File: config.mk
export PLATFORM = sky130hd
export DESIGN_NAME = hm2_avmm_reg_bridge_flat
export DESIGN_NICKNAME = d
export VERILOG_FILES = /design/src/rtl/hm2_avmm_reg_bridge_if.sv /design/src/rtl/hm2_avmm_reg_bridge.sv /design/src/flat_wrapper.sv
export SDC_FILE = /design/constraint.sdc
export NUM_CORES = 1
export LEC_CHECK = 0
export ABC_AREA = 1
export BUFFER_PORTS_ARGS = -buffer_cell sky130_fd_sc_hd__buf_2
export CAP_MARGIN = 25
export CORE_MARGIN = 2
export CORE_UTILIZATION = 45
export CTS_CLUSTER_DIAMETER = 50
export DETAILED_ROUTE_END_ITERATION = 12
export PLACE_DENSITY = 0.79
export RECOVER_POWER = 50
export SYNTH_ARGS = -nofsm -noshare
export SYNTH_HDL_FRONTEND = slang
export SYNTH_SLANG_ARGS = --single-unit
File: constraint.sdc
create_clock -name reg_clk -period 1.4 [get_ports reg_clk]
set_input_delay 0.14 -clock reg_clk [delete_from_list [all_inputs] [get_ports reg_clk]]
set_output_delay 0.14 -clock reg_clk [all_outputs]
set_load 0.02 [all_outputs]
File: src/rtl/hm2_avmm_reg_bridge_if.sv
`timescale 1ns/1ps
`default_nettype none
// ============================================================================
//  Module   : hm2_avmm_reg_bridge_if
//  Purpose  : Signal bundle between an Avalon-MM master, the HM2 register
//             bridge and the downstream HM2 register decoder.
//  Modports : slave  - bridge view (Avalon requests and decoder read data in,
//                      Avalon responses and decoder strobes/address/data out)
//             master - environment view (the mirror of slave)
//  Signals  : avs_address[ADDR_WIDTH-3:0]  Avalon word address
//             avs_read / avs_write         Avalon requests
//             avs_writedata                Avalon write data
//             avs_readdata                 read return data
//             avs_readdatavalid            one-cycle read-return strobe
//             avs_waitrequest              stall, request taken only when low
//             busaddress / busdata_in      held address / write data to decoder
//             write_reg / read_reg         decoder strobes
//             busdata_out                  read data from decoder
//             proto_err                    sticky read+write collision flag
//  Revision : 1.0  initial release
// ============================================================================
interface hm2_avmm_reg_bridge_if #(
    parameter int ADDR_WIDTH = 16,
    parameter int BUS_WIDTH  = 32
);
    logic [ADDR_WIDTH-3:0] avs_address;
    logic                  avs_read;
    logic                  avs_write;
    logic [BUS_WIDTH-1:0]  avs_writedata;
    logic [BUS_WIDTH-1:0]  avs_readdata;
    logic                  avs_readdatavalid;
    logic                  avs_waitrequest;
    logic [ADDR_WIDTH-3:0] busaddress;
    logic [BUS_WIDTH-1:0]  busdata_in;
    logic                  write_reg;
    logic                  read_reg;
    logic [BUS_WIDTH-1:0]  busdata_out;
    logic                  proto_err;

    modport slave (
        input  avs_address, avs_read, avs_write, avs_writedata, busdata_out,
        output avs_readdata, avs_readdatavalid, avs_waitrequest,
               busaddress, busdata_in, write_reg, read_reg, proto_err
    );

    modport master (
        output avs_address, avs_read, avs_write, avs_writedata, busdata_out,
        input  avs_readdata, avs_readdatavalid, avs_waitrequest,
               busaddress, busdata_in, write_reg, read_reg, proto_err
    );
endinterface
`default_nettype wire

File: src/rtl/hm2_avmm_reg_bridge.sv
`timescale 1ns/1ps
`default_nettype none
// ============================================================================
//  Module   : hm2_avmm_reg_bridge
//  Purpose  : Avalon-MM slave to HM2 register-bus bridge. Turns single Avalon
//             word accesses into held-address write/read strobes, times the
//             decoder's multi-cycle read path and returns the captured data
//             with avs_readdatavalid, stalling the master with waitrequest.
//  Ports    : reg_clk    - register clock, rising edge
//             reset_reg  - synchronous reset, active high
//             io_bus     - hm2_avmm_reg_bridge_if.slave (Avalon + decoder side)
//  Params   : ADDR_WIDTH   byte-address width (word address is 2 bits less)
//             BUS_WIDTH    data width
//             WRITE_PULSE  cycles write_reg is held high (1..15)
//             GAP_CYCLES   cycles both strobes are low after a transaction (1..15)
//             READ_LATENCY decoder read-path length in cycles (1..15)
//  Revision : 1.0  initial release
// ============================================================================
module hm2_avmm_reg_bridge #(
    parameter int ADDR_WIDTH   = 16,
    parameter int BUS_WIDTH    = 32,
    parameter int WRITE_PULSE  = 2,
    parameter int GAP_CYCLES   = 2,
    parameter int READ_LATENCY = 4
) (
    input  wire logic             reg_clk,
    input  wire logic             reset_reg,
    hm2_avmm_reg_bridge_if.slave  io_bus
);

    localparam logic [3:0] c_WR_LOAD  = 4'(WRITE_PULSE - 1);
    localparam logic [3:0] c_GAP_LOAD = 4'(GAP_CYCLES - 1);
    localparam logic [3:0] c_RD_LOAD  = 4'(READ_LATENCY - 1);

    typedef enum logic [2:0] {
        S_IDLE = 3'd0,
        S_WR   = 3'd1,
        S_RD   = 3'd2,
        S_RET  = 3'd3,
        S_GAP  = 3'd4
    } state_t;

    state_t                r_state;
    state_t                w_next_state;
    logic [3:0]            r_cnt;
    logic [3:0]            w_cnt_next;
    logic                  w_cnt_zero;
    logic                  w_accept;

    logic [BUS_WIDTH-1:0]  r_readdata;
    logic                  r_readdatavalid;
    logic                  r_waitrequest;
    logic [ADDR_WIDTH-3:0] r_busaddress;
    logic [BUS_WIDTH-1:0]  r_busdata_in;
    logic                  r_write_reg;
    logic                  r_read_reg;
    logic                  r_proto_err;

    // State register and dwell counter.
    always_ff @(posedge reg_clk) begin
        if (reset_reg) begin
            r_state <= S_IDLE;
            r_cnt   <= 4'd0;
        end else begin
            r_state <= w_next_state;
            r_cnt   <= w_cnt_next;
        end
    end

    // Next-state logic. A request is only taken when the registered
    // waitrequest the master sees is low; this also covers the first cycle
    // after reset, where the state is IDLE but waitrequest is still high.
    always_comb begin
        w_accept     = (r_state == S_IDLE) && !r_waitrequest &&
                       (io_bus.avs_read || io_bus.avs_write);
        w_cnt_zero   = (r_cnt == 4'd0);
        w_next_state = r_state;
        w_cnt_next   = w_cnt_zero ? 4'd0 : (r_cnt - 4'd1);
        case (r_state)
            S_IDLE: begin
                w_cnt_next = 4'd0;
                if (w_accept) begin
                    // A collided read+write is serviced as a write.
                    if (io_bus.avs_write) begin
                        w_next_state = S_WR;
                        w_cnt_next   = c_WR_LOAD;
                    end else begin
                        w_next_state = S_RD;
                        w_cnt_next   = c_RD_LOAD;
                    end
                end
            end
            S_WR: begin
                if (w_cnt_zero) begin
                    w_next_state = S_GAP;
                    w_cnt_next   = c_GAP_LOAD;
                end
            end
            S_RD: begin
                if (w_cnt_zero) begin
                    w_next_state = S_RET;
                    w_cnt_next   = 4'd0;
                end
            end
            // RET is the sampling cycle: busdata_out is captured on its
            // closing edge so data and valid appear together in the first GAP cycle.
            S_RET: begin
                w_next_state = S_GAP;
                w_cnt_next   = c_GAP_LOAD;
            end
            S_GAP: begin
                if (w_cnt_zero) begin
                    w_next_state = S_IDLE;
                    w_cnt_next   = 4'd0;
                end
            end
            default: begin
                w_next_state = S_IDLE;
                w_cnt_next   = 4'd0;
            end
        endcase
    end

    // Registered outputs, derived from the state being entered so that every
    // strobe lines up exactly with its state.
    always_ff @(posedge reg_clk) begin
        if (reset_reg) begin
            r_readdata      <= '0;
            r_readdatavalid <= 1'b0;
            r_waitrequest   <= 1'b1;
            r_busaddress    <= '0;
            r_busdata_in    <= '0;
            r_write_reg     <= 1'b0;
            r_read_reg      <= 1'b0;
            r_proto_err     <= 1'b0;
        end else begin
            r_waitrequest   <= (w_next_state != S_IDLE);
            r_write_reg     <= (w_next_state == S_WR);
            r_read_reg      <= w_accept && !io_bus.avs_write;
            r_readdatavalid <= (r_state == S_RET);
            if (r_state == S_RET) begin
                r_readdata <= io_bus.busdata_out;
            end
            // Address and write data only move on an accept, so the decoder
            // sees them stable across the whole strobe and gap.
            if (w_accept) begin
                r_busaddress <= io_bus.avs_address;
                if (io_bus.avs_write) begin
                    r_busdata_in <= io_bus.avs_writedata;
                    if (io_bus.avs_read) begin
                        r_proto_err <= 1'b1;
                    end
                end
            end
        end
    end

    assign io_bus.avs_readdata      = r_readdata;
    assign io_bus.avs_readdatavalid = r_readdatavalid;
    assign io_bus.avs_waitrequest   = r_waitrequest;
    assign io_bus.busaddress        = r_busaddress;
    assign io_bus.busdata_in        = r_busdata_in;
    assign io_bus.write_reg         = r_write_reg;
    assign io_bus.read_reg          = r_read_reg;
    assign io_bus.proto_err         = r_proto_err;

endmodule
`default_nettype wire

File: src/flat_wrapper.sv
// flat-port wrapper written by rule: the top's interface ports become plain ports
module hm2_avmm_reg_bridge_flat 
#(
    parameter int ADDR_WIDTH   = 16,
    parameter int BUS_WIDTH    = 32,
    parameter int WRITE_PULSE  = 2,
    parameter int GAP_CYCLES   = 2,
    parameter int READ_LATENCY = 4
)
  (reg_clk, reset_reg, io_bus_avs_address, io_bus_avs_read, io_bus_avs_write, io_bus_avs_writedata, io_bus_busdata_out, io_bus_avs_readdata, io_bus_avs_readdatavalid, io_bus_avs_waitrequest, io_bus_busaddress, io_bus_busdata_in, io_bus_write_reg, io_bus_read_reg, io_bus_proto_err);
  hm2_avmm_reg_bridge_if #(.ADDR_WIDTH(ADDR_WIDTH), .BUS_WIDTH(BUS_WIDTH)) io_bus_i ();
  input  wire logic reg_clk;
  input  wire logic reset_reg;
  input wire logic [$bits(io_bus_i.avs_address)-1:0] io_bus_avs_address;
  input wire logic [$bits(io_bus_i.avs_read)-1:0] io_bus_avs_read;
  input wire logic [$bits(io_bus_i.avs_write)-1:0] io_bus_avs_write;
  input wire logic [$bits(io_bus_i.avs_writedata)-1:0] io_bus_avs_writedata;
  input wire logic [$bits(io_bus_i.busdata_out)-1:0] io_bus_busdata_out;
  output wire logic [$bits(io_bus_i.avs_readdata)-1:0] io_bus_avs_readdata;
  output wire logic [$bits(io_bus_i.avs_readdatavalid)-1:0] io_bus_avs_readdatavalid;
  output wire logic [$bits(io_bus_i.avs_waitrequest)-1:0] io_bus_avs_waitrequest;
  output wire logic [$bits(io_bus_i.busaddress)-1:0] io_bus_busaddress;
  output wire logic [$bits(io_bus_i.busdata_in)-1:0] io_bus_busdata_in;
  output wire logic [$bits(io_bus_i.write_reg)-1:0] io_bus_write_reg;
  output wire logic [$bits(io_bus_i.read_reg)-1:0] io_bus_read_reg;
  output wire logic [$bits(io_bus_i.proto_err)-1:0] io_bus_proto_err;
  assign io_bus_i.avs_address = io_bus_avs_address;
  assign io_bus_i.avs_read = io_bus_avs_read;
  assign io_bus_i.avs_write = io_bus_avs_write;
  assign io_bus_i.avs_writedata = io_bus_avs_writedata;
  assign io_bus_i.busdata_out = io_bus_busdata_out;
  assign io_bus_avs_readdata = io_bus_i.avs_readdata;
  assign io_bus_avs_readdatavalid = io_bus_i.avs_readdatavalid;
  assign io_bus_avs_waitrequest = io_bus_i.avs_waitrequest;
  assign io_bus_busaddress = io_bus_i.busaddress;
  assign io_bus_busdata_in = io_bus_i.busdata_in;
  assign io_bus_write_reg = io_bus_i.write_reg;
  assign io_bus_read_reg = io_bus_i.read_reg;
  assign io_bus_proto_err = io_bus_i.proto_err;
  hm2_avmm_reg_bridge #(.ADDR_WIDTH(ADDR_WIDTH), .BUS_WIDTH(BUS_WIDTH), .WRITE_PULSE(WRITE_PULSE), .GAP_CYCLES(GAP_CYCLES), .READ_LATENCY(READ_LATENCY)) u_core (.reg_clk(reg_clk), .reset_reg(reset_reg), .io_bus(io_bus_i));
endmodule
==> results.cfg <==
[run_status]
status = finished, final reports clean

[cts]
clock_sinks = 90
cts-root-buf = clkbuf_8
cts_tree = done
cts.htree.levels = 3
ctsHoldBuffers = 0
cts_buffers = 9
clk_pin_slew_ns = 0.09
clock_latency_ns = 0.35
clock_path_buffers = 2
cts_setup_buffers = 0

[sta]
fmax_mhz = 784
fin_ws_ns = 0.125
rsz0062_at_grt = no
slew_violations = 0
tightest_slew_ns = 0.347
finalCriticalPeriod_ns = 1.27
slew_headroom_pct = 76.9
clock_skew_ns = 0.0124
post-route-period-util_pct = 91.1
hold_viol = 0
fin_setup_tns_ns = 0
setup_viol = 0

[route]
via_per_inst = 4.66
ant_nets = 0
first_pass_iters = 4
wirelength_um = 8080
drt_iter0_markers = 175
drc = 0
vias = 3216
wl_per_cell_um = 11.7

[power]
powerDensity_nw_per_um2 = 1670
peakVddDrop_v = 0.000673
power_uw = 7260
leakagePower_uw = 0.00183

[floorplan]
io_pins = 165
dieHeight_um = 89.5
fp.dieW_um = 89.5
row_count = 31
dieArea_um2 = 8010
coreArea_um2 = 7180
initial_core_util_pct = 45.8

[hold_path]
hold_class = in2reg
whs_endpoint = u_core.io_bus.busdata_in[3]$_SDFFE_PP0P_
hold_path_depth = 3
hp-start = io_bus_avs_writedata[3]

[place]
place.gp.congestion = 0.846
hpwlAfterDp_um = 5990
portBuffers = 164
place_ws_ns = 0.0840
post-place-cells = 674

[finish]
final_util_pct = 60.5
nNetsFinal = 670
diodes = 0
area_growth_pct = 31.9
layout-drive-gt1-share_pct = 20.3
final_cells = 690

[synthesis]
yosysWarnings = 0
synthArstFlopShare_pct = 0
netlist_instances = 422
synth.avg_cell_area_um2 = 7.79
synth_top_cell_area_share_pct = 54.8
ys_seq_area_share_pct = 54.8
ys_ff_latch = 90
synthTopCellsByArea = dfxtp_1 55%, nor2_1 16%, o21ai_0 7.9%
yosysTopAreaCell = dfxtp_1
synth_edf_count = 0
ys.flop_type = dfxtp_1
synth_nets = 506
syn-cell-area_um2 = 3290
synth_cell_types = 25

[critical_path]
r2r-end = u_core.io_bus.proto_err$_SDFFE_PP0P_
crit_path_end_kind = flip-flop
r2r_cells = 6
setup.worst_path.start_class = flip-flop
worstPathRequired_ns = 1.67
crit_path_cell_trace = nor2_4, nand3_4, nor2_8, buf_4, nand2_1, a21oi_1
cp_data_arrival_time_ns = 1.55
critPathKind = reg2reg
cp_slowest_stage_delay_ns = 0.37
cp_max_fo = 10
worst_path_max_delay_cell = dfxtp_1
reg2reg_slack_ns = 0.13
r2r_start = u_core.r_state[1]$_SDFF_PP0_

[grt]
grt.total_usage_pct = 18.9
grt_max_degree = 44
grt_pass1_vias = 2729
grt_pass1_wl_um = 11900
antenna_found_initial = 0
grt_overflow = 0

[flow_run]
cap_violations = 0
[area by class of cell]
| class | count | area [um^2] |
|---|---|---|
| Timing Repair Buffer | 176 | 820 |
| Clock buffer | 10 | 138 |
| Clock inverter | 6 | 88.8 |
| Sequential cell | 90 | 1800 |
| Tap cell | 99 | 124 |
| Inverter | 16 | 61.3 |
| Fill cell | 718 | 2840 |
| Multi-Input combinational cell | 293 | 1300 |
[metrics by stage]
| step | hold WS [ns] | area [um^2] |
|---|---|---|
| 3_3_place_gp | 0.382 | 4210 |
| 2_1_floorplan | 0.209 | 3290 |
| 4_1_cts | 0.0262 | 4430 |
| 5_1_grt | 0.0263 | 4340 |
| 3_5_place_dp | 0.392 | 4210 |
| 6_report | 0.0357 | 4340 |
[cell families (layout without fill, tap and decap cells)]
kind of cell	count (synthesis)	after routing	synth area share [%]
simple gates	207	207	25.6
flops	90	90	54.8
compound gates	82	82	12.5
buf+inv	39	208	5.82
fa+ha+maj	2	2	0.761
xor+xnor	2	2	0.533
[what timing repair did]
item                                    in CTS  in global routing
endpoints found under the setup margin       0                 16
gates resized for setup                      0                  4
endpoints found under the hold margin        0                  0
[Yosys cell counts, types with 2 or more instances]
| cell | instances |
|---|---|
| o21ai_1 | 12 |
| inv_1 | 13 |
| nor2_1 | 142 |
| a21oi_1 | 18 |
| nand3_1 | 6 |
| nand2_1 | 51 |
| buf_6 | 4 |
| inv_2 | 3 |
| ha_1 | 2 |
| o21ai_0 | 52 |
| buf_2 | 3 |
| buf_4 | 3 |
| dfxtp_1 | 90 |
| clkbuf_1 | 12 |
[worst max-delay path: cells and delay by family (launching register included)]
kind	cells	cell delay (ns)
DFF	1	0.37
AOI/OAI and AO/OA	1	0.11
buffers and inverters	1	0.18
and+or+nand+nor	4	0.55
[worst max-delay path by stage]
stage / startpoint / slack (ns) / to
CTS: u_core.r_state[2]$_SDFF_PP0_ / 0.06 / u_core.io_bus.proto_err$_SDFFE_PP0P_
floorplan: u_core.io_bus.avs_waitrequest$_SDFF_PP1_ / 0.18 / u_core.io_bus.busdata_in[10]$_SDFFE_PP0P_
finish: u_core.r_state[1]$_SDFF_PP0_ / 0.13 / u_core.io_bus.proto_err$_SDFFE_PP0P_
global route: u_core.r_state[2]$_SDFF_PP0_ / 0.007 / u_core.io_bus.avs_waitrequest$_SDFF_PP1_
global placement: u_core.r_state[2]$_SDFF_PP0_ / 0.14 / u_core.io_bus.proto_err$_SDFFE_PP0P_
detailed placement: u_core.r_state[2]$_SDFF_PP0_ / 0.08 / u_core.io_bus.proto_err$_SDFFE_PP0P_
[cell usage in the layout (no fill, tap or decap), types with 6 or more instances in the layout]
cell        n
clkbuf_1   83
buf_2      81
clkbuf_8   10
nand2_1    51
nand3_1     6
o21ai_1    12
a21oi_1    18
o21ai_0    52
dfxtp_1    89
inv_1      13
nor2_1    141
buf_4      11
[layer usage]
layer,up-vias,global-route usage [%],part of all wire [%]
met3,13,4.16,4.7
met4,0,6.92,1.5
li1,1659,-,-
met5,-,0,0
met2,88,35.4,51
met1,1456,20.8,42
[report_power, final]
group | leakage [uW] | internal, uW | switching, uW
registers | 0.000731 | 2940 | 236
clock network | 0.000109 | 1060 | 888
logic | 0.000991 | 722 | 1420
total | 0.00183 | 4720 | 2540
Power figures use the tool's default switching activity.
